## config.mk

```make
export PLATFORM = sky130hd
export DESIGN_NAME = alu_exec_unit
export DESIGN_NICKNAME = d
export VERILOG_FILES = /design/src/rtl/alu_pkg.sv /design/src/rtl/alu_core.sv /design/src/rtl/alu_exec_unit.sv
export SDC_FILE = /design/constraint.sdc
export NUM_CORES = 1
export LEC_CHECK = 0
export ABC_AREA = 1
export CORE_ASPECT_RATIO = 0.7
export CORE_MARGIN = 5
export CORE_UTILIZATION = 40
export CTS_CLUSTER_SIZE = 40
export DETAILED_ROUTE_END_ITERATION = 10
export PLACE_DENSITY = 0.61
export SYNTH_ARGS = -nofsm -noshare
export SYNTH_HDL_FRONTEND = slang
export SYNTH_SLANG_ARGS = --single-unit
```

## constraint.sdc

```tcl
create_clock -name clk -period 6.1 [get_ports clk]
set_clock_uncertainty 0.05 [all_clocks]
set_input_delay 1.22 -clock clk [delete_from_list [all_inputs] [get_ports clk]]
set_output_delay 1.22 -clock clk [all_outputs]
set_load 0.03 [all_outputs]
```

## src/rtl/alu_pkg.sv

```systemverilog
// Shared opcode encodings and execute-unit FSM states.
// Pure declarations, no timing.
// Used by the execute unit and the instruction sequencer.
package alu_pkg;

    localparam logic [2:0] OP_XOR  = 3'b000;
    localparam logic [2:0] OP_SHR  = 3'b001;
    localparam logic [2:0] OP_MOV  = 3'b010;
    localparam logic [2:0] OP_EXCH = 3'b011;
    localparam logic [2:0] OP_ADD  = 3'b100;
    localparam logic [2:0] OP_SUB  = 3'b101;
    localparam logic [2:0] OP_OR   = 3'b110;
    localparam logic [2:0] OP_AND  = 3'b111;

    typedef enum logic {
        S_IDLE  = 1'b0,
        S_SHIFT = 1'b1
    } state_t;

endpackage

```

## src/rtl/alu_core.sv

```systemverilog
// Combinational ALU: computes new A/B, carry and zero for one instruction.
// Zero latency.
// SHR with a nonzero amount is only flagged as multicycle; the caller does the shifting.
module alu_core
    import alu_pkg::*;
#(
    parameter int WIDTH = 16,
    localparam int SW   = $clog2(WIDTH)
) (
    input  logic [WIDTH-1:0] a,
    input  logic [WIDTH-1:0] b,
    input  logic [2:0]       op,
    output logic [WIDTH-1:0] new_a,
    output logic [WIDTH-1:0] new_b,
    output logic             carry,
    output logic             zero,
    output logic             multicycle
);

    // Opcode decode; unused outputs default to pass-through so MOV/EXCH share the write path
    always_comb begin
        new_a      = a;
        new_b      = b;
        carry      = 1'b0;
        multicycle = 1'b0;
        case (op)
            OP_ADD:  {carry, new_a} = {1'b0, a} + {1'b0, b};
            OP_SUB:  {carry, new_a} = {1'b0, a} - {1'b0, b};
            OP_OR:   new_a = a | b;
            OP_AND:  new_a = a & b;
            OP_XOR:  new_a = a ^ b;
            OP_SHR:  multicycle = (b[SW-1:0] != '0);
            OP_MOV:  new_b = a;
            OP_EXCH: begin
                new_a = b;
                new_b = a;
            end
            default: new_a = a;
        endcase
    end

    assign zero = (new_a == '0);

endmodule

```

## src/rtl/alu_exec_unit.sv

```systemverilog
// Register-file execute unit: single-cycle ALU ops plus bit-serial SHR.
// Single-cycle ops: done one cycle after accept; SHR by n: done n cycles after accept.
// in_ready is low while a shift is in progress; loads are dropped then.
module alu_exec_unit
    import alu_pkg::*;
#(
    parameter int WIDTH  = 16,
    parameter int NREGS  = 4,
    localparam int IW    = $clog2(NREGS),
    localparam int SW    = $clog2(WIDTH)
) (
    input  logic             clk,
    input  logic             rst,
    input  logic             in_valid,
    output logic             in_ready,
    input  logic [2:0]       op,
    input  logic [IW-1:0]    a_idx,
    input  logic [IW-1:0]    b_idx,
    input  logic             ld_en,
    input  logic [IW-1:0]    ld_idx,
    input  logic [WIDTH-1:0] ld_data,
    input  logic [IW-1:0]    rd_idx,
    output logic [WIDTH-1:0] rd_data,
    output logic             done,
    output logic             flag_c,
    output logic             flag_z
);

    state_t           state_q, state_d;
    logic [WIDTH-1:0] regs [NREGS];
    logic [WIDTH-1:0] a_val, b_val;
    logic [WIDTH-1:0] core_new_a, core_new_b;
    logic             core_carry, core_zero, core_multi;
    logic             accept, flag_we;
    logic [WIDTH-1:0] shift_val, shift_next;
    logic [SW-1:0]    cnt_q;
    logic [IW-1:0]    shift_idx;

    assign a_val      = regs[a_idx];
    assign b_val      = regs[b_idx];
    assign rd_data    = regs[rd_idx];
    assign in_ready   = (state_q == S_IDLE);
    assign accept     = in_valid & in_ready;
    assign flag_we    = (op != OP_MOV) && (op != OP_EXCH);
    assign shift_next = shift_val >> 1;

    alu_core #(.WIDTH(WIDTH)) u_core (
        .a          (a_val),
        .b          (b_val),
        .op         (op),
        .new_a      (core_new_a),
        .new_b      (core_new_b),
        .carry      (core_carry),
        .zero       (core_zero),
        .multicycle (core_multi)
    );

    // FSM state register
    always_ff @(posedge clk or posedge rst) begin
        if (rst) state_q <= S_IDLE;
        else     state_q <= state_d;
    end

    // Next state: enter SHIFT for a nonzero shift, leave on the last bit
    always_comb begin
        state_d = state_q;
        case (state_q)
            S_IDLE:  if (accept && core_multi) state_d = S_SHIFT;
            S_SHIFT: if (cnt_q == SW'(1))      state_d = S_IDLE;
            default: state_d = S_IDLE;
        endcase
    end

    // Register file, flags, shifter and done pulse
    always_ff @(posedge clk or posedge rst) begin
        if (rst) begin
            for (int i = 0; i < NREGS; i++) regs[i] <= '0;
            flag_c    <= 1'b0;
            flag_z    <= 1'b0;
            done      <= 1'b0;
            shift_val <= '0;
            cnt_q     <= '0;
            shift_idx <= '0;
        end else begin
            done <= 1'b0;
            if (accept) begin
                if (core_multi) begin
                    shift_val <= a_val;
                    cnt_q     <= b_val[SW-1:0];
                    shift_idx <= a_idx;
                    // a 1-bit shift retires after its only SHIFT cycle
                    done      <= (b_val[SW-1:0] == SW'(1));
                end else begin
                    // B first so that A's result wins when a_idx == b_idx
                    regs[b_idx] <= core_new_b;
                    regs[a_idx] <= core_new_a;
                    if (flag_we) begin
                        flag_c <= core_carry;
                        flag_z <= core_zero;
                    end
                    done <= 1'b1;
                end
            end else if ((state_q == S_IDLE) && ld_en) begin
                regs[ld_idx] <= ld_data;
            end
            if (state_q == S_SHIFT) begin
                shift_val <= shift_next;
                cnt_q     <= cnt_q - SW'(1);
                // done rises in the final SHIFT cycle, together with in_ready still low
                if (cnt_q == SW'(2)) done <= 1'b1;
                if (cnt_q == SW'(1)) begin
                    regs[shift_idx] <= shift_next;
                    flag_c          <= shift_val[0];
                    flag_z          <= (shift_next == '0);
                end
            end
        end
    end

endmodule

```

==> run metrics <==
CTS tree done; Final Instance Count excl. Fillers about 2100; Sw Pwr approximately 3100 uW; largest cells by area after synthesis dfrtp_1 22%, nand2_1 16%, a21oi_1 8.9%, o21ai_0 8.7%, inv_1 7.5%; switch share 57.1%; antenna cells 0; placed wire-length estimate 35.4 mm; Max-Cap Viols 0; max_slew headroom 27.1%; Int Power about 2300 uW; CTS Hold Bufs 0; final setup fails 0; post-synthesis cell type count 42; DR iter-0 viols 2051; RSZ-0062 raised after global routing no; Worst Setup SP a_idx[0]; Num CTS Buffers 9; Routed WL per cell roughly 23 um; Worst Tran Pin Value approximately 1.1 ns; # IOs 51; Worst EP required between 6 and 7 ns; most instantiated cells after synthesis 432 x nand2_1, 207 x inv_1, 207 x nor2_1; Yosys reg bits 90; vias 13000; synthesized area per cell between 5 and 6 sq um; fmax around 190 MHz; clk slew on worst S/H paths 0.07 ns; First-pass DRT Iterations 6; combinational power share 67.5%; dominant cell type by area after synthesis dfrtp_1; WL final 48.2 mm; crit-path max cell delay 0.66 ns; crit-path cells clkdlybuf4s50_1 > inv_2 > nand2_1 > buf_4 > o21ai_0 > inv_1 > ha_1 > inv_1 > nand2_1 > nor3_1 > nand3_1 > nand3_1 > nand2_1 > nand3_1 > nand4_1 > nor2_1 > nand3_1 > a21oi_1; largest net degree at the start of global routing 54; number of gates resized after cts 0; Slowest-stage cell, CP o21ai_0; CTS Buffer Depth 2; Crit Path Class input pin to register; cell repeated most along the worst path nand3_1; Startpoint Class input pin; Detail Route Antenna Nets 0; WP data arrival 5.61 ns; All-Layer GR Usage 31.3%; DP Area 11300 sq um; Pwr per Cell Area 471 nW/um^2; Pleak around 0.0056 uW; Cells after Synth around 1800; layout cells sized above 1 5.60%; R2R cell count 15; clock root cell clkbuf_16; fin crit share 88.0%; Area Growth Syn to Fin 11.1%; top-count cell post-synth nand2_1; Clk Latency, worst-skew pair 0.36 ns; clk sinks 90; Yosys top cell area share 21.7%; Main synth FF type dfrtp_1; fin nets 1870; Clock power frac 10.2%; synthesized cell area 10400 sq um; initial antenna violation count 0; # rows 49; reg2reg end flag_z; EDFF count, synth 0; Synth Net Count 1858; launch point of the worst reg-to-reg path regs[27]; Avg Vias per Cell 6.15; R2R setup slack 2.41 ns; Hold/Removal Path Class register to register; setup total negative slack 0 ns; die footprint 29400 sq um; Filler Cell Count 2758; DIE WIDTH 203 um; Starting Density 40.6%; number of cells on the worst hold path 1; first-pass GRT wire length between 70 and 80 mm; fin. max-slew vios 0; CTS H-tree lvls 3; Chip Height 145 um; via count of the first global-routing pass ~12000; CORE AREA 25600 sq um; sequential cell area fraction in the yosys report 21.7%; crit path to flag_z; port bufs 50; Hold Vio Cnt, Final 0; Worst Path Max Fanout 11; Critical Path Sink Type register; Max VDD drop 0.000221 V; status complete, no violations; ys async rst share 100%; gpl congestion about 1.0; Post-CTS Setup Repair Bufs 0; Ys Warns 0; Tmin final 5.37 ns; final instance area 11600 sq um; DRC viols 0; Flop pwr share ~22%; gr ovfl total 0; placed cells 2103
layout by cell type (no fill, tap or decap), types with 32 or more instances in the layout:
cell	instances
buf_4	47
o21ai_0	180
ha_1	54
dfrtp_1	90
nand2_1	432
a22oi_1	32
inv_1	206
clkdlybuf4s50_1	41
o22ai_1	32
a21oi_1	184
nor2_1	205
nand3_1	83
final cells by class:
| type | count | area (sq um) | share of cell area, % |
|---|---|---|---|
| Tap cell | 331 | 414 | 3.58 |
| Clock buffer | 12 | 256 | 2.22 |
| Clock inverter | 3 | 15.0 | 0.130 |
| Multi-Input combinational cell | 1368 | 6940 | 60.0 |
| Sequential cell | 90 | 2250 | 19.5 |
| Inverter | 222 | 836 | 7.23 |
| Timing Repair Buffer | 92 | 843 | 7.30 |
power by group through the flow:
stage / clock (uW) / combinational (uW) / sequential (uW)
2_1_floorplan: 0 / 2510 / 1060
3_3_place_gp: 0 / 3530 / 1210
3_5_place_dp: 0 / 3550 / 1190
4_1_cts: 552 / 3570 / 1190
5_1_grt: 582 / 4020 / 1230
6_report: 555 / 3680 / 1210
cells by family after synthesis:
| group | synth area share [%] |
|---|---|
| xor gates and xnor gates | 0.0842 |
| adders and majority gates | 6.88 |
| and+or+nand+nor | 30.0 |
| AOI/OAI and AO/OA | 29.1 |
| muxes | 0.433 |
| buffers and inverters | 11.8 |
| DFF | 21.7 |
through the flow:
step	hold slack, ns	util, %	total power (uW)	setup slack (ns)
global route	0.500	45.1	5830	0.497
global placement	0.446	44.0	4740	0.549
finish	0.469	45.1	5440	0.733
CTS	0.469	45.1	5310	0.914
detailed placement	0.454	44.0	4750	0.538
floorplan	0.410	-	3580	2.34
layer usage:
metal / GRT usage [%] / vias up / routed length [um]
li1: - / 5943 / -
met1: 46.4 / 5937 / 20800
met2: 43.7 / 993 / 18900
met3: 8.72 / 145 / 6660
met4: 10.1 / 0 / 1810
met5: 0 / - / 0
state kept, by name, indices dropped and copies added (netlist names):
register   flops
state_q        1
done           1
flag_z         1
cnt_q          4
regs          64
shift_idx      2
flag_c         1
shift_val     16
worst min-delay path by stage:
stage,start,endpoint
after floorplan,shift_val[0],shift_val[0]
after global placement,shift_val[0],shift_val[0]
after detailed placement,shift_val[0],shift_val[0]
after CTS,cnt_q[3],cnt_q[3]
after global routing,shift_val[0],shift_val[0]
final,cnt_q[3],cnt_q[3]
critical path, delay by kind of cell:
| kind | cells | cell delay, ns |
|---|---|---|
| and+or+nand+nor | 10 | 1.70 |
| buffers and inverters | 5 | 1.41 |
| AOI/OAI and AO/OA | 2 | 0.78 |
| adders and majority gates | 1 | 0.47 |
Note: power is estimated with default switching activity, not from simulation.
